===== src/rtl/pe_ctrl_pkg.sv =====
// Shared types and constants for the processing-element controller:
// FSM state encoding and the DIMEN code to vector-length mapping.
package pe_ctrl_pkg;

  typedef enum logic [2:0] {
    S_IDLE,
    S_CLR,
    S_LOAD_A,
    S_RADDR,
    S_LOAD_B,
    S_MAC,
    S_RESULT,
    S_HOLD
  } state_e;

  localparam int          CNT_W  = 5;
  localparam logic [4:0]  LEN_D0 = 5'd2;
  localparam logic [4:0]  LEN_D1 = 5'd4;
  localparam logic [4:0]  LEN_D2 = 5'd8;
  localparam logic [4:0]  LEN_D3 = 5'd16;

  function automatic logic [4:0] dimen_len(input logic [1:0] code);
    case (code)
      2'd0:    dimen_len = LEN_D0;
      2'd1:    dimen_len = LEN_D1;
      2'd2:    dimen_len = LEN_D2;
      default: dimen_len = LEN_D3;
    endcase
  endfunction

endpackage


===== src/rtl/pe_controller.sv =====
// Sequencer for one Processing_Element: loads A then B operand vectors,
// runs the MAC with a timeout watchdog, and returns the dot product.
module pe_controller
  import pe_ctrl_pkg::*;
#(
  parameter int N = 32
) (
  input  logic        CLK,
  input  logic        RSTN,
  input  logic        START,
  input  logic [1:0]  DIMEN,
  input  logic        ABORT,
  input  logic        IN_VALID,
  output logic        IN_READY,
  input  logic [31:0] IN_DATA,
  output logic        RES_VALID,
  input  logic        RES_READY,
  output logic [31:0] RES_DATA,
  output logic        BUSY,
  output logic        ERR,
  output logic        RST_ADD,
  output logic        RST_ACC,
  output logic        RST_PC,
  output logic        MAC_CTRL,
  output logic        MAT_MUX,
  output logic        WRITE_MAT,
  output logic        OUT_READY,
  output logic [1:0]  DIMEN_PE,
  output logic [31:0] DATAIN,
  input  logic        MAC_DONE,
  input  logic [31:0] DATAOUT
);

  // Vector length can never exceed the PE matrix depth.
  localparam int MAX_LEN = (N < 16) ? N : 16;

  state_e             state_q, state_d;
  logic [CNT_W-1:0]   word_cnt_q, word_cnt_d;
  logic [CNT_W-1:0]   mac_cnt_q, mac_cnt_d;
  logic [1:0]         dimen_q, dimen_d;
  logic               err_q, err_d;
  logic               res_valid_q, res_valid_d;
  logic [31:0]        res_data_q, res_data_d;
  logic               in_ready_q, in_ready_d;
  logic               busy_q, busy_d;
  logic [4:0]         len;

  always_comb begin
    len = dimen_len(dimen_q);
    if (len > 5'(MAX_LEN)) len = 5'(MAX_LEN);
  end

  always_comb begin
    state_d     = state_q;
    word_cnt_d  = word_cnt_q;
    mac_cnt_d   = mac_cnt_q;
    dimen_d     = dimen_q;
    err_d       = err_q;
    res_valid_d = res_valid_q;
    res_data_d  = res_data_q;
    RST_ADD     = 1'b0;
    RST_ACC     = 1'b0;
    RST_PC      = 1'b0;
    MAC_CTRL    = 1'b0;
    MAT_MUX     = 1'b0;
    WRITE_MAT   = 1'b0;
    OUT_READY   = 1'b0;
    DATAIN      = '0;

    case (state_q)
      S_IDLE: begin
        if (START) begin
          dimen_d    = DIMEN;
          err_d      = 1'b0;
          word_cnt_d = '0;
          mac_cnt_d  = '0;
          state_d    = S_CLR;
        end
      end
      S_CLR: begin
        RST_ADD = 1'b1;
        RST_ACC = 1'b1;
        RST_PC  = 1'b1;
        state_d = S_LOAD_A;
      end
      S_LOAD_A, S_LOAD_B: begin
        MAT_MUX   = (state_q == S_LOAD_A);
        WRITE_MAT = IN_VALID;
        DATAIN    = IN_DATA;
        if (IN_VALID) begin
          if (word_cnt_q + 5'd1 == len) begin
            word_cnt_d = '0;
            state_d    = (state_q == S_LOAD_A) ? S_RADDR : S_MAC;
          end else begin
            word_cnt_d = word_cnt_q + 5'd1;
          end
        end
      end
      S_RADDR: begin
        RST_ADD = 1'b1;
        state_d = S_LOAD_B;
      end
      S_MAC: begin
        MAC_CTRL = ~MAC_DONE;
        if (MAC_DONE) begin
          mac_cnt_d = '0;
          state_d   = S_RESULT;
        end else if (mac_cnt_q == len + 5'd1) begin
          // Watchdog: MAC_CTRL has now been high for L+2 cycles.
          mac_cnt_d = '0;
          err_d     = 1'b1;
          state_d   = S_RESULT;
        end else begin
          mac_cnt_d = mac_cnt_q + 5'd1;
        end
      end
      S_RESULT: begin
        OUT_READY   = 1'b1;
        res_data_d  = DATAOUT;
        res_valid_d = 1'b1;
        state_d     = S_HOLD;
      end
      S_HOLD: begin
        if (RES_READY) begin
          res_valid_d = 1'b0;
          state_d     = S_IDLE;
        end
      end
      default: state_d = S_IDLE;
    endcase

    if (ABORT && (state_q != S_IDLE)) begin
      state_d     = S_IDLE;
      res_valid_d = 1'b0;
      word_cnt_d  = '0;
      mac_cnt_d   = '0;
    end

    in_ready_d = (state_d == S_LOAD_A) || (state_d == S_LOAD_B);
    busy_d     = (state_d != S_IDLE);
  end

  always_ff @(posedge CLK or negedge RSTN) begin
    if (!RSTN) begin
      state_q     <= S_IDLE;
      word_cnt_q  <= '0;
      mac_cnt_q   <= '0;
      dimen_q     <= '0;
      err_q       <= 1'b0;
      res_valid_q <= 1'b0;
      res_data_q  <= '0;
      in_ready_q  <= 1'b0;
      busy_q      <= 1'b0;
    end else begin
      state_q     <= state_d;
      word_cnt_q  <= word_cnt_d;
      mac_cnt_q   <= mac_cnt_d;
      dimen_q     <= dimen_d;
      err_q       <= err_d;
      res_valid_q <= res_valid_d;
      res_data_q  <= res_data_d;
      in_ready_q  <= in_ready_d;
      busy_q      <= busy_d;
    end
  end

  assign IN_READY  = in_ready_q;
  assign RES_VALID = res_valid_q;
  assign RES_DATA  = res_data_q;
  assign BUSY      = busy_q;
  assign ERR       = err_q;
  assign DIMEN_PE  = dimen_q;

endmodule


===== config.mk =====
export PLATFORM = sky130hd
export DESIGN_NAME = pe_controller
export DESIGN_NICKNAME = d
export VERILOG_FILES = /design/src/rtl/pe_ctrl_pkg.sv /design/src/rtl/pe_controller.sv
export SDC_FILE = /design/constraint.sdc
export NUM_CORES = 1
export LEC_CHECK = 0
export BUFFER_PORTS_ARGS = -buffer_cell sky130_fd_sc_hd__buf_2
export CAP_MARGIN = 40
export CORE_ASPECT_RATIO = 1.2
export CORE_MARGIN = 5
export CORE_UTILIZATION = 35
export CTS_BUF_LIST = sky130_fd_sc_hd__clkbuf_16
export DETAILED_ROUTE_END_ITERATION = 8
export PLACE_DENSITY_LB_ADDON = 0.25
export RECOVER_POWER = 50
export SYNTH_ARGS = -nofsm -noshare
export SYNTH_HDL_FRONTEND = slang
export SYNTH_SLANG_ARGS = --single-unit

===== constraint.sdc =====
create_clock -name CLK -period 3 [get_ports CLK]
set_input_delay 0.6 -clock CLK [delete_from_list [all_inputs] [get_ports CLK]]
set_output_delay 0.6 -clock CLK [all_outputs]
set_load 0.02 [all_outputs]

# Word level (Yosys, flattened, before mapping)
# Index checks and enable logic that the tools add are counted.
dict set report totals {
  wordCells 84
  out_inout_bits 77
  input_bits 73
  regBits 51
}
dict set report classes {
  n_bitwise 1
  n_mux 34
  n_eq_ne 19
  addsub 3
  order_cmp 1
  n_reduce_logical 17
}
# cell count
set ops {}
lappend ops {{$mux 5} 8}
lappend ops {{$mux 32} 1}
lappend ops {{$mux 3} 8}
lappend ops {{$pmux 3 s7} 1}
lappend ops {{$pmux 5 s2} 2}
lappend ops {{$add 5x1->5 const B} 3}
lappend ops {{$eq 3x3->1 const B} 5}
lappend ops {{$pmux 5 s3} 1}
lappend ops {{$reduce_bool 3->1} 5}
lappend ops {{$mux 1} 11}
lappend ops {{$eq 5x5->1} 2}
lappend ops {{$eq 3x2->1 const B} 3}
lappend ops {{$ne 3x3->1 const B} 3}
lappend ops {{$ne 2x2->1 const B} 3}
lappend ops {{$reduce_and 2->1} 3}
lappend ops {{$gt 5x5->1 const B} 1}
lappend ops {{$pmux 1 s2} 2}
lappend ops {{$reduce_and 4->1} 1}
lappend ops {{$reduce_or 2->1} 2}
lappend ops {{$eq 3x1->1 const B} 1}
lappend ops {{$logic_not 3->1} 1}
lappend ops {{$reduce_and 3->1} 1}
lappend ops {{$eq 2x1->1 const B} 1}
lappend ops {{$eq 2x2->1 const B} 1}
lappend ops {{other kinds (5)} 5}

# Logic depth before layout (Yosys ltp)
# Gate-level depths: netlist of the first run.
dict set report logic_depth {
  ltp_word 12
  depth_mapped 7
  mapped_depth_nobuf 6
}

# Worst setup path after synthesis of the first run
# No wires, ideal clock.
dict set report synth_path {
  path_kind {reg2out}
  start {register state_q[2]}
  end {output port DATAIN[0]}
  path_buffers 2
  setup_slack_ns 1.063
  required_time_ns 2.400
  path_stages_with_launch 6
  arrival_ns 1.337
  path_cell_list {dfrtp_1 buf_4 xnor2_2 nor2_4 clkbuf_1 and2_1}
}
dict set report synth_via {
  elab_chain_cells 3
  word_cells_on_any_way 4
  cone_classes {2 x eq/ne; 1 x mux; 1 x reduce/logical}
}
# element line
set synth_lines {}
lappend synth_lines {{start: declaration} pe_controller.sv:37} ;# state_e state_q, state_d;
lappend synth_lines {{start signal: assignment} pe_controller.sv:155} ;# state_q <= state_d;
lappend synth_lines {{$eq 3x2->1 / $eq 3x3->1 (equally long branches)} pe_controller.sv:70} ;# case (state_q)
lappend synth_lines {{$reduce_or 2->1 *} pe_controller.sv:70}
lappend synth_lines {{$mux 32 *} pe_controller.sv:70}
lappend synth_lines {{end: declaration} pe_controller.sv:29} ;# output logic [31:0] DATAIN,
# Mark *: on every way between the ends. The rest lies on a longest branch, timed or not.

# Worst setup path in the final report of the first run
dict set report layout_path {
  start {register state_q[0]}
  end {output port OUT_READY}
}
dict set report layout_via {
  elab_chain_cells 2
}
# element line
set layout_lines {}
lappend layout_lines {{$eq 3x3->1} pe_controller.sv:70}
lappend layout_lines {{$mux 1} pe_controller.sv:70}
lappend layout_lines {{end: declaration} pe_controller.sv:27} ;# output logic OUT_READY,
# Every way passes these cells.

==> impl_metrics.yaml, run 1 <==
min_path:
  holdCritPathClass: "reg2reg"
  timing.hold.worst_path_depth: 2
cts:
  clockBufferDepth: 2
  postCtsSetupBuffers: 0
  clk-insertion-delay-late_ns: 0.29
  clock_tree_from_tritoncts: "yes"
  cts_made_buffers: 5
  postCtsHoldBufs: 0
  worst_setup_hold_path_clk_slew_ns: 0.07
  clkSinkCount: 51
  post_cts.resized_instances: 0
  clk_root_buffer_cell: "clkbuf_16"
  htreeDepth: 2
global_routing:
  overflow: 0
  grt_max_degree: 52
  grt_antenna_before_repair: 0
  grt_first_pass_wirelength_um: 12320
  globalRouteTotalUtil_pct: 15.24
  grt_pass1_vias: 2585
power:
  pwr-share-seq_pct: 34.1
  p_int_mw: 1.953
  combPwrFrac_pct: 44.6
  p_sw_share_pct: 43.05
  maximum_resistive_drop_on_vdd_v: 0.0004083
  netSwitchingPower_mw: 1.476
  power.share.clock_pct: 21.3
  p_leak_nw: 1.873
  power_density_normalized_to_cell_area_nw_per_um2: 931.9
logic_synthesis:
  post_synth_most_frequent_cells: "nand2_1 (104), dfrtp_1 (51), and2_1 (34)"
  postSynthAreaPerCell_um2: 8.738
  synthMostInstantiatedCell: "nand2_1"
  synthDominantAreaCellType: "dfrtp_1"
  ys_types: 55
  synth_top_cell_area_share_pct: 46.51
  postSynthRegisterBits: 51
  synth_area_leaders: "dfrtp_1 (47%), nand2_1 (14%), and2_1 (7.8%)"
  synth-async-reset-ratio_pct: 100.0
  synthesis.area_um2: 2744
  synth-edff-count: 0
  netlist_instances: 314
  yosys_warnings: 0
  synthesis.nets: 389
  post_synth_top_flop: "dfrtp_1"
  synth_seq_area_share_pct: 46.51
sta:
  setup_tns_ns: 0
  setup_repair_after_global_routing_missed_its_margin: "false"
  report.final.setup_viol: 0
  minimum_clock_period_ns: 2.538
  finalCritPeriodShare_pct: 84.60
  finalMaxSlewViolations: 0
  fmax_mhz: 394.0
  holdWs_ns: 0.4773
  timing.clock.skew_ns: 0.003977
  hold_violations: 0
  slew_headroom_pct: 15.43
  worst_slew_pin_slew_ns: 1.269
routing:
  drt_wl_total_um: 7456
  remaining_drc_errors: 0
  antenna_violating_nets_post_route: 0
  firstDrtPassIters: 4
  total_number_of_vias: 2583
  number_of_drc_violations_after_detailed_routing_iteration_0: 94
  avgRoutedWirePerCell_um: 13.58
  number_of_vias_per_cell: 4.705
critical_path:
  critPathCaptureType: "primary output"
  path_max_fanout: 34
  wp_data_arrival_ns: 1.94
  critical_path.top_delay_family: "flip-flops"
  r2r.worst_path.cells: 6
  worst-endpoint-required_ns: 2.40
  worstPathBufferInverterCount: 2
  crit_path_cell_trace: "or2_2 -> inv_1 -> buf_2"
  critPathMaxStageDelay_ns: 0.70
  slowest_stage: "dfrtp_1"
  timing_worst_setup_path_type: "reg2out"
  worst-path-stages: 3
  timing.critical_path.from_type: "flip-flop"
final_layout:
  num-nets-final: 531
  antenna-diode-count: 0
  finalInstanceArea_um2: 3680
  layout-drive-gt1-share_pct: 31.51
  area_delta_synth_final_pct: 34.11
placed_design:
  post_dp_cell_area_um2: 3535
  buffer_ports.inserted: 149
  gp_routability_congestion: 0.8232
  dpl.hpwl_um: 5774
floorplanning:
  fp-row-count: 35
  fp.dieW_um: 90.83
  design.core.area_um2: 7664
  die_area_um2: 9717
  floorplan.initialDensity_pct: 35.80
  die_height_um: 107.0
  io_pins: 150
status:
  status: "finished, final reports clean"
flow_run:
  drv.max_cap_violation_count: 0
## metrics by stage
| step | std cells | setup WS (ns) | power [mW] | util [%] |
|---|---|---|---|---|
| after floorplan | 314 | 1.063 | 2.244 | - |
| after global placement | 541 | 0.8244 | 2.765 | 46.12 |
| after detailed placement | 541 | 0.7870 | 2.791 | 46.12 |
| after CTS | 549 | 0.4618 | 3.536 | 48.64 |
| after global routing | 549 | 0.2876 | 3.679 | 48.02 |
| final | 549 | 0.4619 | 3.429 | 48.02 |
## cells in the final DEF, fill, tap and decap left out, types with 2 or more instances in the layout
cell type,Yosys,final
nand2b_1,8,8
buf_2,6,113
o21ai_1,3,3
nand3_1,3,3
nor2_1,12,12
ha_1,2,2
clkbuf_16,0,5
clkbuf_1,7,36
mux2_2,4,4
nor3_1,6,6
and2_1,34,34
and2_2,2,2
o21a_1,2,2
nor2b_1,2,2
bufinv_16,0,2
nor3b_1,2,2
nand2_1,104,104
o21ai_0,6,6
a21oi_1,11,11
xnor2_1,5,5
or2_2,2,2
dfrtp_1,51,51
inv_1,6,6
xor2_1,2,2
## worst reg2reg max path, delay by kind of cell (launching register included)
kind	cells	cell delay (ns)
AND/OR/NAND/NOR	4	0.88
flip-flops	1	0.62
buffers and inverters	2	0.48
## per-layer routing
metal / vias to the layer above / track usage, % / part of all wire (%)
li1: 1299 / - / -
met5: - / 0 / 0
met3: 3 / 6.877 / 13
met1: 1151 / 17.83 / 41
met2: 130 / 25.96 / 46
met4: 0 / 2.830 / 0.27
## layout make-up
| cell class | instances | area, um2 |
|---|---|---|
| fill | 773 | 3984 |
| multi-input combinational | 241 | 1360 |
| sequential | 51 | 1276 |
| timing repair buffer | 151 | 713.2 |
| clock buffer | 5 | 125.1 |
| tap | 92 | 115.1 |
| clock inverter | 3 | 67.56 |
| inverter | 6 | 22.52 |
## logic make-up after synthesis
family                     count (synthesis)  synth area share [%]
muxes                                      5                 2.006
adders and majority gates                  2                0.9118
AOI/OAI and AO/OA                         38                 10.03
buffers and inverters                     22                 3.921
and+or+nand+nor                          187                 32.97
DFF                                       51                 46.51
xor gates and xnor gates                   9                 3.648
## power by group through the flow
stage	registers, mW	clock network, mW	logic (mW)
2_1_floorplan	1.42	0	0.827
3_3_place_gp	1.16	0	1.60
3_5_place_dp	1.16	0	1.63
4_1_cts	1.16	0.746	1.63
5_1_grt	1.21	0.771	1.70
6_report	1.17	0.729	1.53
## sequential cells by signal, summed over array words and instances (netlist names)
name and count:
BUSY 1, DIMEN_PE 2, ERR 1, IN_READY 1, RES_DATA 32, RES_VALID 1
mac_cnt_q 5, state_q 3, word_cnt_q 5
## final timing paths
path                              startpoint  slack (ns)             to
worst max register to register    state_q[2]        0.96    RES_DATA[1]
min in group asynchronous               RSTN        0.67  word_cnt_q[3]
worst min register to register  RES_DATA[28]        0.48   RES_DATA[28]
worst min-delay path            RES_DATA[28]        0.48   RES_DATA[28]
worst max-delay path              state_q[0]        0.46      OUT_READY
max in group asynchronous               RSTN        1.57    RES_DATA[0]
Note: power is estimated with default switching activity, not from simulation.
==> run 2: changes to the inputs <==
--- a/config.mk
+++ b/config.mk
@@ -5,6 +5,7 @@
 export SDC_FILE = /design/constraint.sdc
 export NUM_CORES = 1
 export LEC_CHECK = 0
+export ABC_AREA = 1
 export BUFFER_PORTS_ARGS = -buffer_cell sky130_fd_sc_hd__buf_2
 export CAP_MARGIN = 40
 export CORE_ASPECT_RATIO = 1.2
==> constraint.sdc (replaced) <==
create_clock -name CLK -period 2.4 [get_ports CLK]
set_input_delay 0.48 -clock CLK [delete_from_list [all_inputs] [get_ports CLK]]
set_output_delay 0.48 -clock CLK [all_outputs]
set_load 0.02 [all_outputs]
==> run 2 against run 1 <==
Effect of this change: wire length rose by 4.9%; first-iteration DRC count did not move; non-clock buffer count rose by 1; final area fell by 0.41%; worst setup slack got worse by 0.21 ns; via count rose by 7.9%; global-route usage rose by 0.63 points; area after synthesis rose by 0.55%; sequential share of layout area rose by 0.14 points; sequential cell count did not move; register-to-register slack got worse by 0.48 ns; sequential power rose by 25%; highest routed layer unchanged.
==> impl_metrics.yaml, run 2 <==
routing:
  number_of_vias_per_cell: 4.482
  total_number_of_vias: 2788
  remaining_drc_errors: 0
  antenna_violating_nets_post_route: 0
  drt_wl_total_um: 7823
  number_of_drc_violations_after_detailed_routing_iteration_0: 94
  firstDrtPassIters: 4
  avgRoutedWirePerCell_um: 12.58
sta:
  finalCritPeriodShare_pct: 89.37
  report.final.setup_viol: 0
  timing.clock.skew_ns: 0.005616
  slew_headroom_pct: 12.31
  fmax_mhz: 466.2
  holdWs_ns: 0.3861
  setup_tns_ns: 0
  minimum_clock_period_ns: 2.145
  worst_slew_pin_slew_ns: 1.315
  setup_repair_after_global_routing_missed_its_margin: "false"
  hold_violations: 0
  finalMaxSlewViolations: 0
logic_synthesis:
  synthMostInstantiatedCell: "nand2_1"
  synth_top_cell_area_share_pct: 46.26
  ys_types: 35
  postSynthAreaPerCell_um2: 7.222
  yosys_warnings: 0
  post_synth_most_frequent_cells: "nand2_1 (144), inv_1 (57), dfrtp_1 (51)"
  synthesis.nets: 457
  postSynthRegisterBits: 51
  synth-edff-count: 0
  synth_area_leaders: "dfrtp_1 (46%), nand2_1 (20%), inv_1 (7.8%)"
  synth_seq_area_share_pct: 46.26
  post_synth_top_flop: "dfrtp_1"
  synthDominantAreaCellType: "dfrtp_1"
  netlist_instances: 382
  synthesis.area_um2: 2759
  synth-async-reset-ratio_pct: 100.0
critical_path:
  slowest_stage: "dfrtp_1"
  path_max_fanout: 33
  wp_data_arrival_ns: 1.66
  crit_path_cell_trace: "inv_4 -> nand3_1 -> nand2_2 -> inv_4 -> nor2_1 -> buf_2"
  critPathCaptureType: "primary output"
  timing.critical_path.from_type: "flip-flop"
  timing_worst_setup_path_type: "reg2out"
  worst-endpoint-required_ns: 1.92
  critPathMaxStageDelay_ns: 0.54
  r2r.worst_path.cells: 6
  cpMostUsedCell: "inv_4"
cts:
  clkSinkCount: 51
  postCtsSetupBuffers: 0
  htreeDepth: 2
  clock_tree_from_tritoncts: "yes"
  postCtsHoldBufs: 0
  clockBufferDepth: 2
  cts_made_buffers: 5
  clk-insertion-delay-late_ns: 0.28
  worst_setup_hold_path_clk_slew_ns: 0.07
  clk_root_buffer_cell: "clkbuf_16"
global_routing:
  globalRouteTotalUtil_pct: 15.87
  grt_antenna_before_repair: 0
  overflow: 0
  grt_max_degree: 35
  grt_pass1_vias: 2707
  grt_first_pass_wirelength_um: 12830
power:
  finalPower_mw: 4.668
  p_leak_nw: 2.188
  power_density_normalized_to_cell_area_nw_per_um2: 1274
  maximum_resistive_drop_on_vdd_v: 0.0005154
status:
  status: "finished, final reports clean"
final_layout:
  mostFrequentLayoutCell: "nand2_1"
  mostFrequentLayoutCells: "nand2_1 (144), buf_2 (112), inv_1 (58)"
  num-nets-final: 604
  antenna-diode-count: 0
  layout-drive-gt1-share_pct: 26.60
  fillCellCount: 820
  area_delta_synth_final_pct: 32.83
  largest_reg_flops: 32
  fin_util_pct: 47.55
  finalInstanceArea_um2: 3665
floorplanning:
  floorplan.initialDensity_pct: 35.80
  fp.dieW_um: 91.05
  io_pins: 150
  die_area_um2: 9766
  fp-row-count: 35
  die_height_um: 107.3
  design.core.area_um2: 7707
placed_design:
  dpl.hpwl_um: 6178
  gp_routability_congestion: 0.7733
  buffer_ports.inserted: 149
  post_dp_cell_area_um2: 3577
min_path:
  timing.hold.worst_path_depth: 3
  holdCritPathClass: "in2reg"
flow_run:
  drv.max_cap_violation_count: 0
-- run 2: cell count changes after synthesis, moves of 4 or more --
cell	change
a21oi_1	-6
and2_1	-34
clkbuf_1	-4
inv_1	+51
inv_2	+6
mux2_2	-4
nand2_1	+40
nand2b_1	-8
nand3_1	+9
nand4_1	+7
nor2_1	+36
xnor2_1	-5
-- run 2: area by class of cell --
class | count | area, um2 | share of cell area (%)
clock buffer | 5 | 125.1 | 3.414
sequential | 51 | 1276 | 34.82
multi-input combinational | 255 | 1167 | 31.85
tap | 92 | 115.1 | 3.141
timing repair buffer | 152 | 715.7 | 19.53
inverter | 64 | 245.2 | 6.692
clock inverter | 3 | 20.02 | 0.5463
-- run 2: layer usage --
layer	GRT usage (%)	vias up	part of all wire, %
met5	0	-	0
met4	2.830	0	0.59
met3	4.615	5	9.5
met2	29.85	105	51
met1	17.75	1239	39
li1	-	1439	-
-- run 2: final timing paths --
check	start	to	slack [ns]
setup / recovery	state_q[2]	WRITE_MAT	0.26
min in group asynchronous	RSTN	RES_DATA[4]	0.47
setup reg to reg	state_q[2]	RES_DATA[23]	0.48
hold reg to reg	RES_DATA[6]	RES_DATA[6]	0.47
max in group asynchronous	RSTN	RES_VALID	0.79
hold / removal	DATAOUT[13]	RES_DATA[13]	0.39
-- run 2: cells by family (layout without fill, tap and decap cells) --
logic type / after synthesis / after routing / synth area share [%]
adders and majority gates: 2 / 2 / 0.9069
xor gates and xnor gates: 3 / 3 / 0.9526
and+or+nand+nor: 228 / 228 / 35.92
DFF: 51 / 51 / 46.26
AOI/OAI and AO/OA: 21 / 21 / 4.445
muxes: 1 / 1 / 0.3628
buffers and inverters: 76 / 224 / 11.16
-- run 2: what timing repair did --
item | in CTS | in global routing
hold endpoints to repair | 0 | 0
endpoints found under the setup margin | 0 | 18
resized for setup | 0 | 2
-- run 2: critical path, delay by kind of cell (launching register included) --
family	cells	cell delay (ns)
and+or+nand+nor	3	0.32
DFF	1	0.54
buffers and inverters	3	0.52
-- run 2: report_power, final --
group | switching (mW) | internal (mW) | leakage (nW)
clock | 0.316 | 0.387 | 0.0716
sequential | 0.244 | 1.22 | 0.619
combinational | 1.78 | 0.719 | 1.50
-- run 2: per-stage QoR --
| step | worst slack [ns] | std cells |
|---|---|---|
| floorplan | 0.6153 | 382 |
| global placement | 0.4678 | 614 |
| detailed placement | 0.4205 | 614 |
| CTS | 0.09440 | 622 |
| global route | 0.1025 | 622 |
| finish | 0.2551 | 622 |
==> run 3: changes to the inputs <==
--- a/config.mk
+++ b/config.mk
@@ -5,7 +5,6 @@
 export SDC_FILE = /design/constraint.sdc
 export NUM_CORES = 1
 export LEC_CHECK = 0
-export ABC_AREA = 1
 export BUFFER_PORTS_ARGS = -buffer_cell sky130_fd_sc_hd__buf_2
 export CAP_MARGIN = 40
 export CORE_ASPECT_RATIO = 1.2
==> run 3 against run 2 <==
Effect of this change: count of clock-buffer cells in the layout stayed put; total power is 7.5% lower; sequential power hardly changed; global-route usage is 0.59 points lower; worst hold slack worse by 0.012 ns; sequential cell count stayed put; final area is 1.1% higher; sequential share of layout area is 0.35 points lower; first-iteration DRC count is 14% higher; worst setup slack worse by 0.057 ns; core utilization is 0.81 points higher; register-to-register slack worse by 0.07 ns.
==> impl_metrics.yaml, run 3 (synthesized netlist as in run 1, its figures left out) <==
floorplanning:
  io_pins: 150
  die_area_um2: 9717
  floorplan.initialDensity_pct: 35.80
  design.core.area_um2: 7664
  fp-row-count: 35
  fp.dieW_um: 90.83
  die_height_um: 107.0
cts:
  clk-insertion-delay-late_ns: 0.29
  htreeDepth: 2
  clockBufferDepth: 2
  postCtsHoldBufs: 0
  clock_tree_from_tritoncts: "yes"
  worst_setup_hold_path_clk_slew_ns: 0.07
  clk_root_buffer_cell: "clkbuf_16"
  cts_made_buffers: 5
  postCtsSetupBuffers: 0
  clkSinkCount: 51
critical_path:
  timing_worst_setup_path_type: "reg2out"
  worst-path-stages: 4
  critical_path.top_delay_family: "flip-flops"
  setup.reg_to_reg.worst_slack_ns: 0.41
  wp_data_arrival_ns: 1.72
  worstPathBufferInverterCount: 1
  timing.critical_path.from_type: "flip-flop"
  critPathCaptureType: "primary output"
  r2r.worst_path.cells: 6
  crit_path_cell_trace: "xnor2_2 -> nor2_4 -> and2_1 -> buf_2"
  slowest_stage: "dfrtp_1"
  critPathMaxStageDelay_ns: 0.60
  worst-endpoint-required_ns: 1.92
  path_max_fanout: 16
flow_run:
  drv.max_cap_violation_count: 0
sta:
  minimum_clock_period_ns: 2.201
  worst_slew_pin_slew_ns: 1.252
  final_setup_margin_ns: 0.1985
  slew_headroom_pct: 16.55
  finalCritPeriodShare_pct: 91.73
  report.final.setup_viol: 0
  setup_repair_after_global_routing_missed_its_margin: "false"
  finalMaxSlewViolations: 0
  timing.clock.skew_ns: 0.006137
  setup_tns_ns: 0
  fmax_mhz: 454.2
  hold_violations: 0
final_layout:
  layout-drive-gt1-share_pct: 31.96
  largest_reg_flops: 32
  area_delta_synth_final_pct: 35.07
  fin_util_pct: 48.36
  mostFrequentLayoutCell: "buf_2"
  multi_input_gate_area_um2: 1371
  fillCellCount: 746
  num-nets-final: 534
  mostFrequentLayoutCells: "buf_2 (112), nand2_1 (104), dfrtp_1 (50)"
  antenna-diode-count: 0
  area_taken_by_flip_flops_and_latches_um2: 1277
  finalInstanceArea_um2: 3706
global_routing:
  grt_antenna_before_repair: 0
  overflow: 0
  globalRouteTotalUtil_pct: 15.27
  grt_pass1_vias: 2579
  grt_first_pass_wirelength_um: 12250
  grt_max_degree: 52
routing:
  remaining_drc_errors: 0
  firstDrtPassIters: 4
  number_of_drc_violations_after_detailed_routing_iteration_0: 107
  avgRoutedWirePerCell_um: 13.83
  antenna_violating_nets_post_route: 0
  drt_wl_total_um: 7635
  total_number_of_vias: 2652
  number_of_vias_per_cell: 4.804
min_path:
  timing.hold.worst_path_depth: 3
  holdCritPathClass: "in2reg"
placed_design:
  gp_routability_congestion: 0.8588
  buffer_ports.inserted: 149
  dpl.hpwl_um: 5856
  dp_slack_ns: 0.3661
  post_dp_cell_area_um2: 3562
status:
  status: "finished, final reports clean"
power:
  p_leak_nw: 1.882
  maximum_resistive_drop_on_vdd_v: 0.0005482
  power_density_normalized_to_cell_area_nw_per_um2: 1165
-- run 3: cell count changes in the layout (fill, tap and decap cells not counted), moves of 3 or more --
cell      change
nor2_1       -37
nand2_1      -40
nand3_1       -9
nor3_1        +3
nand4_1       -7
a21oi_1       +6
xnor2_1       +5
inv_2         -5
inv_1        -52
mux2_2        +4
nand2b_1      +8
and2_1       +34
-- run 3: worst register-to-register path, stage by stage, from the launching register on --
cell,delay [ns]
dfrtp_1,0.43
ha_1,0.28
xnor2_1,0.27
mux2i_1,0.27
o2111ai_2,0.19
o31ai_2,0.31
a2bb2oi_1,0.12
-- run 3: layout make-up --
cell class,instances,share of cell area (%)
clock buffers,5,3.376
repair buffers,153,19.62
multi-input cells,242,37.00
flip-flops and latches,51,34.47
inverters,6,0.6077
well taps,92,3.106
clock inverters,3,1.823
-- run 3: path summary, 6_finish.rpt --
kind                                     from            end
worst min register to register   RES_DATA[22]   RES_DATA[22]
min in group asynchronous                RSTN  word_cnt_q[1]
max in group asynchronous                RSTN     state_q[0]
worst max register to register  word_cnt_q[0]       IN_READY
worst max-delay path               state_q[1]     DATAIN[25]
worst min-delay path              DATAOUT[14]   RES_DATA[14]
-- run 3: metal layers --
metal  global-route usage [%]  part of all wire [%]  vias to the layer above
met1                    16.21                    38                     1198
met5                        0                     0                        -
met2                    26.84                    47                      138
li1                         -                     -                     1307
met3                    7.930                    14                        9
met4                    3.564                  0.90                        0
-- run 3: power by group --
part / switching (mW) / internal (mW)
registers: 0.268 / 1.19
clock network: 0.317 / 0.597
logic: 1.28 / 0.666
-- run 3: repair_timing --
item,in CTS,in global routing
endpoints found under the setup margin,0,32
endpoints found under the hold margin,0,0
gates resized for setup,0,2
-- run 3: per-stage QoR --
step	instances	power (mW)	hold slack, ns
after CTS	551	4.431	0.1921
after detailed placement	543	3.497	0.4564
after floorplan	314	2.805	0.1844
final	552	4.316	0.3739
after global routing	552	4.633	0.3608
after global placement	543	3.457	0.4530
